`config.mk`:
```
export PLATFORM = sky130hd
export DESIGN_NAME = pipelined_csel_adder
export DESIGN_NICKNAME = d
export VERILOG_FILES = /design/src/rtl/csel_add_pkg.sv /design/src/rtl/csel_segment.sv /design/src/rtl/pipelined_csel_adder.sv
export SDC_FILE = /design/constraint.sdc
export NUM_CORES = 1
export LEC_CHECK = 0
export ABC_AREA = 1
export CAP_MARGIN = 40
export CORE_ASPECT_RATIO = 1.25
export CORE_MARGIN = 2
export CORE_UTILIZATION = 41
export CTS_BUF_LIST = sky130_fd_sc_hd__clkbuf_16
export DETAILED_ROUTE_END_ITERATION = 10
export GPL_ROUTABILITY_DRIVEN = 0
export PLACE_DENSITY_LB_ADDON = 0.05
export REMOVE_ABC_BUFFERS = 1
export SLEW_MARGIN = 20
export SYNTH_ARGS = -nofsm -noshare
export SYNTH_HDL_FRONTEND = slang
export SYNTH_SLANG_ARGS = --single-unit
```
`constraint.sdc`:
```
create_clock -name clk -period 2.53 [get_ports clk]
set_clock_uncertainty 0.1 [all_clocks]
set_input_delay 0.3795 -clock clk [delete_from_list [all_inputs] [get_ports clk]]
set_output_delay 0.3795 -clock clk [all_outputs]
set_load 0.01 [all_outputs]
```
`src/rtl/csel_add_pkg.sv`:
```
// Shared types and elaboration helpers for the pipelined carry-select adder.
// Optional signed-overflow output is enabled with CSEL_ADD_OVF_EN.
package csel_add_pkg;

    localparam int unsigned CSEL_WIDTH     = 32;
    localparam int unsigned CSEL_SEG_WIDTH = 8;

    typedef logic [CSEL_SEG_WIDTH-1:0] seg_t;

    // One pipeline stage's payload at the default geometry.
    typedef struct packed {
        logic                  valid;
        logic                  carry;
        logic [CSEL_WIDTH-1:0] sum_lo;
        logic [CSEL_WIDTH-1:0] a_hi;
        logic [CSEL_WIDTH-1:0] b_hi;
        logic                  ovf;
    } stage_t;

    function automatic int unsigned num_seg(input int unsigned width, input int unsigned seg_width);
        if (seg_width == 0 || width < seg_width) return 1;
        return width / seg_width;
    endfunction

    function automatic bit params_ok(input int unsigned width, input int unsigned seg_width,
                                     input int unsigned sub_blk);
        if (seg_width == 0 || sub_blk == 0 || width < seg_width) return 1'b0;
        return ((width % seg_width) == 0) && ((seg_width % sub_blk) == 0);
    endfunction

endpackage

```
`src/rtl/csel_segment.sv`:
```
// Combinational carry-select segment: each sub-block precomputes sums for
// carry-in 0 and 1, and the sub-block carry chain picks one.
module csel_segment #(
    parameter int unsigned SEG_WIDTH = 8,
    parameter int unsigned SUB_BLK   = 4
) (
    input  logic [SEG_WIDTH-1:0] a,
    input  logic [SEG_WIDTH-1:0] b,
    input  logic                 cin,
    output logic [SEG_WIDTH-1:0] sum,
    output logic                 cout,
    output logic                 c_msb_in
);

    localparam int unsigned NUM_BLK = SEG_WIDTH / SUB_BLK;
    localparam int unsigned BLK_W   = SUB_BLK + 1;

    logic [NUM_BLK:0] c;

    assign c[0] = cin;

    for (genvar j = 0; j < NUM_BLK; j++) begin : g_blk
        logic [SUB_BLK:0] s0;
        logic [SUB_BLK:0] s1;

        assign s0 = {1'b0, a[j*SUB_BLK +: SUB_BLK]} + {1'b0, b[j*SUB_BLK +: SUB_BLK]};
        assign s1 = {1'b0, a[j*SUB_BLK +: SUB_BLK]} + {1'b0, b[j*SUB_BLK +: SUB_BLK]} + BLK_W'(1);

        assign sum[j*SUB_BLK +: SUB_BLK] = c[j] ? s1[SUB_BLK-1:0] : s0[SUB_BLK-1:0];
        assign c[j+1]                    = c[j] ? s1[SUB_BLK]     : s0[SUB_BLK];
    end

    assign cout = c[NUM_BLK];
    // Carry into the MSB recovered from the sum bit; feeds signed-overflow detection.
    assign c_msb_in = sum[SEG_WIDTH-1] ^ a[SEG_WIDTH-1] ^ b[SEG_WIDTH-1];

endmodule

```
`src/rtl/pipelined_csel_adder.sv`:
```
// Stallable pipelined carry-select adder/subtractor, one segment per stage.
// Define CSEL_ADD_OVF_EN to add the registered signed-overflow output out_ovf.
module pipelined_csel_adder
    import csel_add_pkg::*;
#(
    parameter int unsigned WIDTH     = 32,
    parameter int unsigned SEG_WIDTH = 8,
    parameter int unsigned SUB_BLK   = 4
) (
    input  logic             clk,
    input  logic             rst_n,
    input  logic             in_valid,
    output logic             in_ready,
    input  logic [WIDTH-1:0] in_a,
    input  logic [WIDTH-1:0] in_b,
    input  logic             in_cin,
    input  logic             in_sub,
    output logic             out_valid,
    input  logic             out_ready,
    output logic [WIDTH-1:0] out_sum,
`ifdef CSEL_ADD_OVF_EN
    output logic             out_ovf,
`endif
    output logic             out_cout
);

    localparam int unsigned NUM_SEG = num_seg(WIDTH, SEG_WIDTH);
    localparam int unsigned LAST    = NUM_SEG - 1;

    if (!params_ok(WIDTH, SEG_WIDTH, SUB_BLK)) begin : g_param_err
        $error("pipelined_csel_adder: WIDTH must be a multiple of SEG_WIDTH and SEG_WIDTH of SUB_BLK");
    end

    logic [NUM_SEG:0]   adv;
    logic [NUM_SEG-1:0] v_q;
    logic [NUM_SEG-1:0] src_v;
    logic [NUM_SEG-1:0] src_c;
    logic [WIDTH-1:0]   src_a [NUM_SEG];
    logic [WIDTH-1:0]   src_b [NUM_SEG];
    logic [WIDTH-1:0]   src_s [NUM_SEG];

    // Advance chain: a stage may load when it is empty or its successor advances.
    always_comb begin
        adv          = '0;
        adv[NUM_SEG] = out_ready;
        for (int k = int'(LAST); k >= 0; k--) begin
            adv[k] = !v_q[k] || adv[k+1];
        end
    end

    assign in_ready = adv[0];

    assign src_v[0] = in_valid;
    assign src_a[0] = in_a;
    assign src_b[0] = in_sub ? ~in_b : in_b;
    assign src_c[0] = in_sub ? ~in_cin : in_cin;
    assign src_s[0] = '0;

    for (genvar k = 0; k < NUM_SEG; k++) begin : g_stage
        logic [SEG_WIDTH-1:0] seg_sum;
        logic                 seg_cout;
        logic                 seg_cmsb;
        logic                 cmsb_unused;
        logic [WIDTH-1:0]     nsum;
        logic [WIDTH-1:0]     sum_r;
        logic                 v_r;
        logic                 c_r;
        logic                 load;

        csel_segment #(
            .SEG_WIDTH (SEG_WIDTH),
            .SUB_BLK   (SUB_BLK)
        ) u_seg (
            .a        (src_a[k][k*SEG_WIDTH +: SEG_WIDTH]),
            .b        (src_b[k][k*SEG_WIDTH +: SEG_WIDTH]),
            .cin      (src_c[k]),
            .sum      (seg_sum),
            .cout     (seg_cout),
            .c_msb_in (seg_cmsb)
        );

        // Only the MSB segment's carry-into-MSB is meaningful.
        assign cmsb_unused = seg_cmsb;
        assign load        = adv[k] && src_v[k];

        always_comb begin
            nsum                                = src_s[k];
            nsum[k*SEG_WIDTH +: SEG_WIDTH]      = seg_sum;
        end

        // Payload only updates on a real beat so idle outputs never toggle.
        always_ff @(posedge clk or negedge rst_n) begin
            if (!rst_n) begin
                v_r   <= 1'b0;
                c_r   <= 1'b0;
                sum_r <= '0;
            end else begin
                if (adv[k]) v_r <= src_v[k];
                if (load) begin
                    c_r   <= seg_cout;
                    sum_r <= nsum;
                end
            end
        end

        assign v_q[k] = v_r;

        if (k < LAST) begin : g_fwd
            logic [WIDTH-1:0] a_r;
            logic [WIDTH-1:0] b_r;

            always_ff @(posedge clk or negedge rst_n) begin
                if (!rst_n) begin
                    a_r <= '0;
                    b_r <= '0;
                end else if (load) begin
                    a_r <= src_a[k];
                    b_r <= src_b[k];
                end
            end

            assign src_v[k+1] = v_r;
            assign src_c[k+1] = c_r;
            assign src_s[k+1] = sum_r;
            assign src_a[k+1] = a_r;
            assign src_b[k+1] = b_r;
        end else begin : g_out
            assign out_valid = v_r;
            assign out_sum   = sum_r;
            assign out_cout  = c_r;
`ifdef CSEL_ADD_OVF_EN
            logic ovf_r;

            always_ff @(posedge clk or negedge rst_n) begin
                if (!rst_n) begin
                    ovf_r <= 1'b0;
                end else if (load) begin
                    ovf_r <= seg_cout ^ seg_cmsb;
                end
            end

            assign out_ovf = ovf_r;
`endif
        end
    end

endmodule

```
==> flow_summary.ini, run 1 <==
[floorplan]
initial_utilization_pct = 41.4
rows = 61
chipWidth_um = 138
boundaryPins = 105
core_um2 = 22100
die_h_um = 171
dieArea_um2 = 23600

[sta]
worst_slack_ns = 0.134
rsz0062_at_grt = true
post-route-period-util_pct = 94.7
hold_viol = 0
slew_violations = 0
worst_pin_slew_ns = 0.527
setup_viol_count_final = 0
slew_headroom_pct = 64.9
min_period_ns = 2.40
fin_hold_ws_ns = 0.364
fmax_ghz = 0.417

[placement]
dp_slack_ns = -0.286
place_hpwl_mm = 14.0
dp_cells = 1465
dpl-instance-area_um2 = 10600
io_buffer_count = 104

[synthesis]
synth_top_family_by_area = simple AND/OR/NAND/NOR gates
synth_top_area_share_pct = 50.2
ys_seq_elements = 184
synthAdderAreaFrac_pct = 7.20
synth_area_per_cell_um2 = 8.42
synth_xor_area_share_pct = 5.14
yosysUniqueCellTypes = 29
ys_warn_count = 0
synth-compound-area-share_pct = 7.23
syn_inst = 1089
muxShareOfSynthArea_pct = 0
synth-simple-area-share_pct = 23.5
ys_seq_area_share_pct = 50.2
syn_area_um2 = 9170
synth_area_leaders = dfrtp_1 50%, nand2_1 17%, o21ai_0 6.0%
yosysTopAreaCell = dfrtp_1

[detailed_routing]
wl_per_cell_um = 12.6
ant_nets = 0
drt_pass1_iterations = 4
drcViolationCount = 0
vias_per_cell = 4.63
dr_total_vias = 6953
drtIter0Drc = 270
drt-total-wl_mm = 19.0

[finish]
final_util_pct = 51.1
area_growth_pct = 23.3
nFillCells = 2212
fin_area_um2 = 11300
finalNetCount = 1324
antenna_cells = 0
layout_common_cells = 410 x nand2_1, 184 x dfrtp_1, 110 x o21ai_0
stdcell_count = 1502
layout_commonest_cell = nand2_1
multiInputGateArea_um2 = 4000
drive_above_1_share_pct = 8.29
seq_area_um2 = 4600

[worst_setup_path]
critical_path_class = flip-flop to flip-flop
cp-end-kind = flip-flop
arrival_ns = 2.65
required_ns = 2.79
critPathMaxFanout = 8
start_kind = flip-flop

[pwr]
p_per_area_nw_per_um2 = 980
leakage_nw = 5.69
irDropWorstVdd_mv = 0.652

[outcome]
outcome = completed

[global_route]
overflow = 0
grt_use_total_pct = 17.4
antenna_found_initial = 0
grt_pass1_vias = 6864
grt_pass1_wl_mm = 32.4
grt_max_degree = 63

[job]
max_cap_viol_count = 0

[clock_network]
cts_buffer_depth = 2
clock_latency_ns = 0.43
tritoncts = built
htreeDepth = 4
clockRootBuffer = clkbuf_16
cts_sinks = 184
cts_buffers = 17
path_clk_slew_ns = 0.08

[min_path]
hold_path_class = flip-flop to flip-flop
## worst paths after layout
path / startpoint / to / slack [ns] / cells past startpoint
worst max-delay path: g_stage[0].g_fwd.a_r[8]$_DFFE_PN0P_ / g_stage[1].sum_r[12]$_DFFE_PN0P_ / 0.13 / 12
worst min-delay path: g_stage[1].g_fwd.a_r[30]$_DFFE_PN0P_ / g_stage[2].g_fwd.a_r[30]$_DFFE_PN0P_ / 0.36 / 2
worst max register to register: g_stage[0].g_fwd.a_r[8]$_DFFE_PN0P_ / g_stage[1].sum_r[12]$_DFFE_PN0P_ / 0.13 / 12
worst min register to register: g_stage[1].g_fwd.a_r[30]$_DFFE_PN0P_ / g_stage[2].g_fwd.a_r[30]$_DFFE_PN0P_ / 0.36 / 2
max in group asynchronous: rst_n / g_stage[0].g_fwd.a_r[9]$_DFFE_PN0P_ / 1.23 / 3
min in group asynchronous: rst_n / g_stage[2].sum_r[20]$_DFFE_PN0P_ / 0.40 / 2
## flip-flops by register name (all words and copies together), names as in the netlist
signal	flops
out_valid	1
out_cout	1
g_stage.c_r	3
g_stage.sum_r	48
g_stage.g_fwd.b_r	48
g_stage.v_r	3
out_sum	32
g_stage.g_fwd.a_r	48
## report_power, final
group	switching, mW	internal (mW)
clock network	1.25	1.50
logic	2.24	1.75
registers	0.483	3.87
total	3.97	7.11
## cell type report
cell class	instances	area share, %
flip-flops and latches	184	40.7
clock buffers	17	3.76
inverters	115	3.82
well taps	283	3.13
repair buffers	136	11.6
multi-input cells	752	35.4
clock inverters	15	1.64
## layer usage
layer	up-vias	global-route usage (%)	share of wire [%]
met5	-	0	0
met4	0	4.21	1.1
met3	17	3.18	2.8
met2	88	30.5	49
met1	3210	22.2	47
li1	3638	-	-
## logic make-up after synthesis
group | count (synthesis)
and+or+nand+nor | 519
DFF | 184
buffers and inverters | 153
AOI/OAI and AO/OA | 132
xor gates and xnor gates | 53
adders and majority gates | 48
## worst max-delay path: stages (launching register included)
cell and delay (ns):
dfrtp_1 0.38, ha_2 0.19, inv_1 0.07, fa_1 0.44, inv_1 0.09, ha_1 0.14, nand2_1 0.08, nor2_2 0.12
nand4_1 0.23, nand2_4 0.20, buf_4 0.12, nor2_1 0.03, o21ai_1 0.12
## synth_stat cells (all sizes together)
cell type	number
a21oi	12
buf	21
clkbuf	17
dfrtp	184
fa	8
ha	40
inv	115
nand2	423
nand3	53
nand3b	3
nand4	11
nor2	25
nor3	3
nor4	1
o211ai	1
o21ai	119
xnor2	22
xor2	31
## what timing repair did
| item | in CTS | in global routing |
|---|---|---|
| buffers inserted | 0 | 4 |
| endpoints found under the hold margin | 56 | 0 |
| hold buffers | 1 | 0 |
| endpoints found under the setup margin | 0 | 16 |
| gates resized for setup | 0 | 16 |
## metrics by stage
stage / setup TNS, ns / power (mW)
after detailed placement: -1.58 / 8.40
after CTS: 0 / 11.2
after floorplan: 0 / 6.93
final: 0 / 11.1
after global placement: -1.22 / 8.33
after global routing: -0.0576 / 12.1
Power figures use the tool's default switching activity.
==> run 2: changes to the inputs <==
--- a/config.mk
+++ b/config.mk
@@ -11,9 +11,10 @@
 export CORE_MARGIN = 2
 export CORE_UTILIZATION = 41
 export CTS_BUF_LIST = sky130_fd_sc_hd__clkbuf_16
+export CTS_CLUSTER_SIZE = 10
 export DETAILED_ROUTE_END_ITERATION = 10
 export GPL_ROUTABILITY_DRIVEN = 0
-export PLACE_DENSITY_LB_ADDON = 0.05
+export PLACE_DENSITY = 0.72
 export REMOVE_ABC_BUFFERS = 1
 export SLEW_MARGIN = 20
 export SYNTH_ARGS = -nofsm -noshare
==> constraint.sdc (replaced) <==
create_clock -name clk -period 2.1 [get_ports clk]
set_clock_uncertainty 0.1 [all_clocks]
set_input_delay 0.315 -clock clk [delete_from_list [all_inputs] [get_ports clk]]
set_output_delay 0.315 -clock clk [all_outputs]
set_load 0.01 [all_outputs]
==> run 2 against run 1 <==
Compared with the run above:
- the run now ends with negative setup slack left
- cell count grew 4.0%
- fmax grew 4.7%
- clock power grew 18%
- worst setup slack lost 0.32 ns
- die area is the same
- sequential share of layout area shrank 2.7 points
- global-route usage grew 0.65 points
==> flow_summary.ini, run 2 (synthesis results as in run 1) <==
[detailed_routing]
wl_per_cell_um = 13.0
drt_pass1_iterations = 5
dr_total_vias = 7423
vias_per_cell = 4.75
drtIter0Drc = 364
drcViolationCount = 0
ant_nets = 0
drt-total-wl_mm = 20.3

[finish]
final_util_pct = 54.8
antenna_cells = 0
layout_commonest_cell = nand2_1
nFillCells = 1953
reg_top3 = g_stage.g_fwd.a_r x48, g_stage.g_fwd.b_r x48, g_stage.sum_r x48
drive_above_1_share_pct = 16.7
area_growth_pct = 32.2
finalNetCount = 1384
layout_common_cells = 393 x nand2_1, 184 x dfrtp_1, 107 x o21ai_0
stdcell_count = 1562

[sta]
rsz0062_at_grt = true
worst_slack_ns = -0.189
setup_viol_count_final = 16
worst_pin_slew_ns = 0.519
fmax_ghz = 0.437
min_period_ns = 2.29
fin_hold_ws_ns = 0.285
post-route-period-util_pct = 109
setup_tns_ns = -2.51
slew_violations = 0
hold_viol = 0
slew_headroom_pct = 65.4

[floorplan]
die_h_um = 171
core_um2 = 22100
dieArea_um2 = 23600
chipWidth_um = 138
rows = 61
boundaryPins = 105
initial_utilization_pct = 41.4

[clock_network]
clock_latency_ns = 0.43
htreeDepth = 4
cts_sinks = 184
cts_buffer_depth = 2
clockRootBuffer = clkbuf_16
path_clk_slew_ns = 0.07
cts_buffers = 17
tritoncts = built

[pwr]
power.internal_mw = 9.32
switching_share_pct = 35.7
pwr-share-comb_pct = 41.1
leakage_nw = 6.12
irDropWorstVdd_mv = 0.668
p_total_mw = 14.5
switchingPower_mw = 5.17
clockPowerShare_pct = 22.4
p_per_area_nw_per_um2 = 1200
pwr-share-seq_pct = 36.5

[min_path]
hold_path_class = primary input to flip-flop

[worst_setup_path]
critPathMaxFanout = 6
slowest_delay_ns = 0.43
crit_path_frequent_cell = nand2_1
critical_path_class = flip-flop to flip-flop
start_kind = flip-flop
arrival_ns = 2.56
critPathSlowestCell = fa_1
worstPathCellList = ha_2 -> inv_2 -> fa_1 -> inv_2 -> ha_4 -> nand2_4 -> nor2_4 -> nand4_1 -> nand2_2 -> nand2_1 -> nand2_1 -> nand3_1 -> nand2_1
cp-end-kind = flip-flop
required_ns = 2.37

[global_route]
grt_max_degree = 60
antenna_found_initial = 0
grt_pass1_wl_mm = 33.6
grt_pass1_vias = 7303
grt_use_total_pct = 18.1
overflow = 0

[outcome]
outcome = complete, but fails checks
violations = negative setup slack

[placement]
place_hpwl_mm = 13.5
io_buffer_count = 104
dp_cells = 1496

[job]
max_cap_viol_count = 0
## run 2: cell types whose count changed in the layout (fill, tap and decap cells not counted), moves of 5 or more
cell             previous run  this run
buf_4                      29        71
nand2_1                   410       393
buf_12                      2         9
buf_6                       0        11
inv_1                     107       101
inv_2                       8        15
clkdlybuf4s50_1           101        96
nand3_2                     1        12
nand3_1                    51        39
ha_1                       36        30
nand2_2                     8        21
## run 2: worst paths after layout
kind / depth (start not counted) / from / slack [ns] / endpoint
max in group asynchronous: 3 / rst_n / 0.91 / out_sum[3]$_DFFE_PN0P_
hold reg to reg: 2 / g_stage[1].g_fwd.a_r[27]$_DFFE_PN0P_ / 0.37 / g_stage[2].g_fwd.a_r[27]$_DFFE_PN0P_
setup / recovery: 13 / g_stage[1].g_fwd.a_r[16]$_DFFE_PN0P_ / -0.19 / g_stage[2].sum_r[22]$_DFFE_PN0P_
setup reg to reg: 13 / g_stage[1].g_fwd.a_r[16]$_DFFE_PN0P_ / -0.19 / g_stage[2].sum_r[22]$_DFFE_PN0P_
min in group asynchronous: 2 / rst_n / 0.30 / g_stage[0].g_fwd.a_r[18]$_DFFE_PN0P_
hold / removal: 5 / in_sub / 0.29 / g_stage[0].g_fwd.b_r[29]$_DFFE_PN0P_
## run 2: power by group through the flow
stage               combinational (mW)  sequential, mW  clock, mW
floorplan                         3.04            5.32          0
global placement                  4.96            5.30          0
detailed placement                5.13            5.33          0
CTS                               5.53            5.29       3.33
global route                      6.75            5.43       3.46
finish                            5.95            5.29       3.25
## run 2: per-layer routing
| layer | vias to the layer above | GRT usage (%) | wire length, um |
|---|---|---|---|
| met5 | - | 0 | 0 |
| met4 | 0 | 6.26 | 329 |
| met2 | 134 | 32.4 | 10700 |
| met1 | 3491 | 21.7 | 8600 |
| li1 | 3772 | - | - |
| met3 | 26 | 3.21 | 722 |
## run 2: critical path: cells and delay by family (launching register included)
kind	cells	cell delay (ns)
fa+ha+maj	3	0.75
flops	1	0.39
buf+inv	2	0.14
simple gates	8	0.84
## run 2: metrics by stage
stage                     instance area (um^2)  setup slack (ns)
after floorplan                           8980            -0.255
after global placement                   10900            -0.586
after detailed placement                 10900            -0.667
after CTS                                11800            -0.200
after global routing                     12100            -0.384
final                                    12100            -0.189
## run 2: what timing repair did
| item | in CTS | in global routing |
|---|---|---|
| hold endpoints to repair | 55 | 0 |
| setup endpoints to repair | 23 | 55 |
| gates cloned | 0 | 1 |
| buffers inserted | 21 | 17 |
| pin swaps | 45 | 50 |
| hold buffers | 1 | 0 |
| gates resized for setup | 46 | 61 |
## run 2: area by class of cell
cell class | count | area (um^2) | area share [%]
sequential | 184 | 4600 | 38.0
multi-input combinational | 753 | 4260 | 35.1
timing repair buffer | 195 | 1880 | 15.5
inverter | 115 | 432 | 3.56
clock buffer | 17 | 425 | 3.51
tap | 283 | 354 | 2.92
clock inverter | 15 | 174 | 1.43
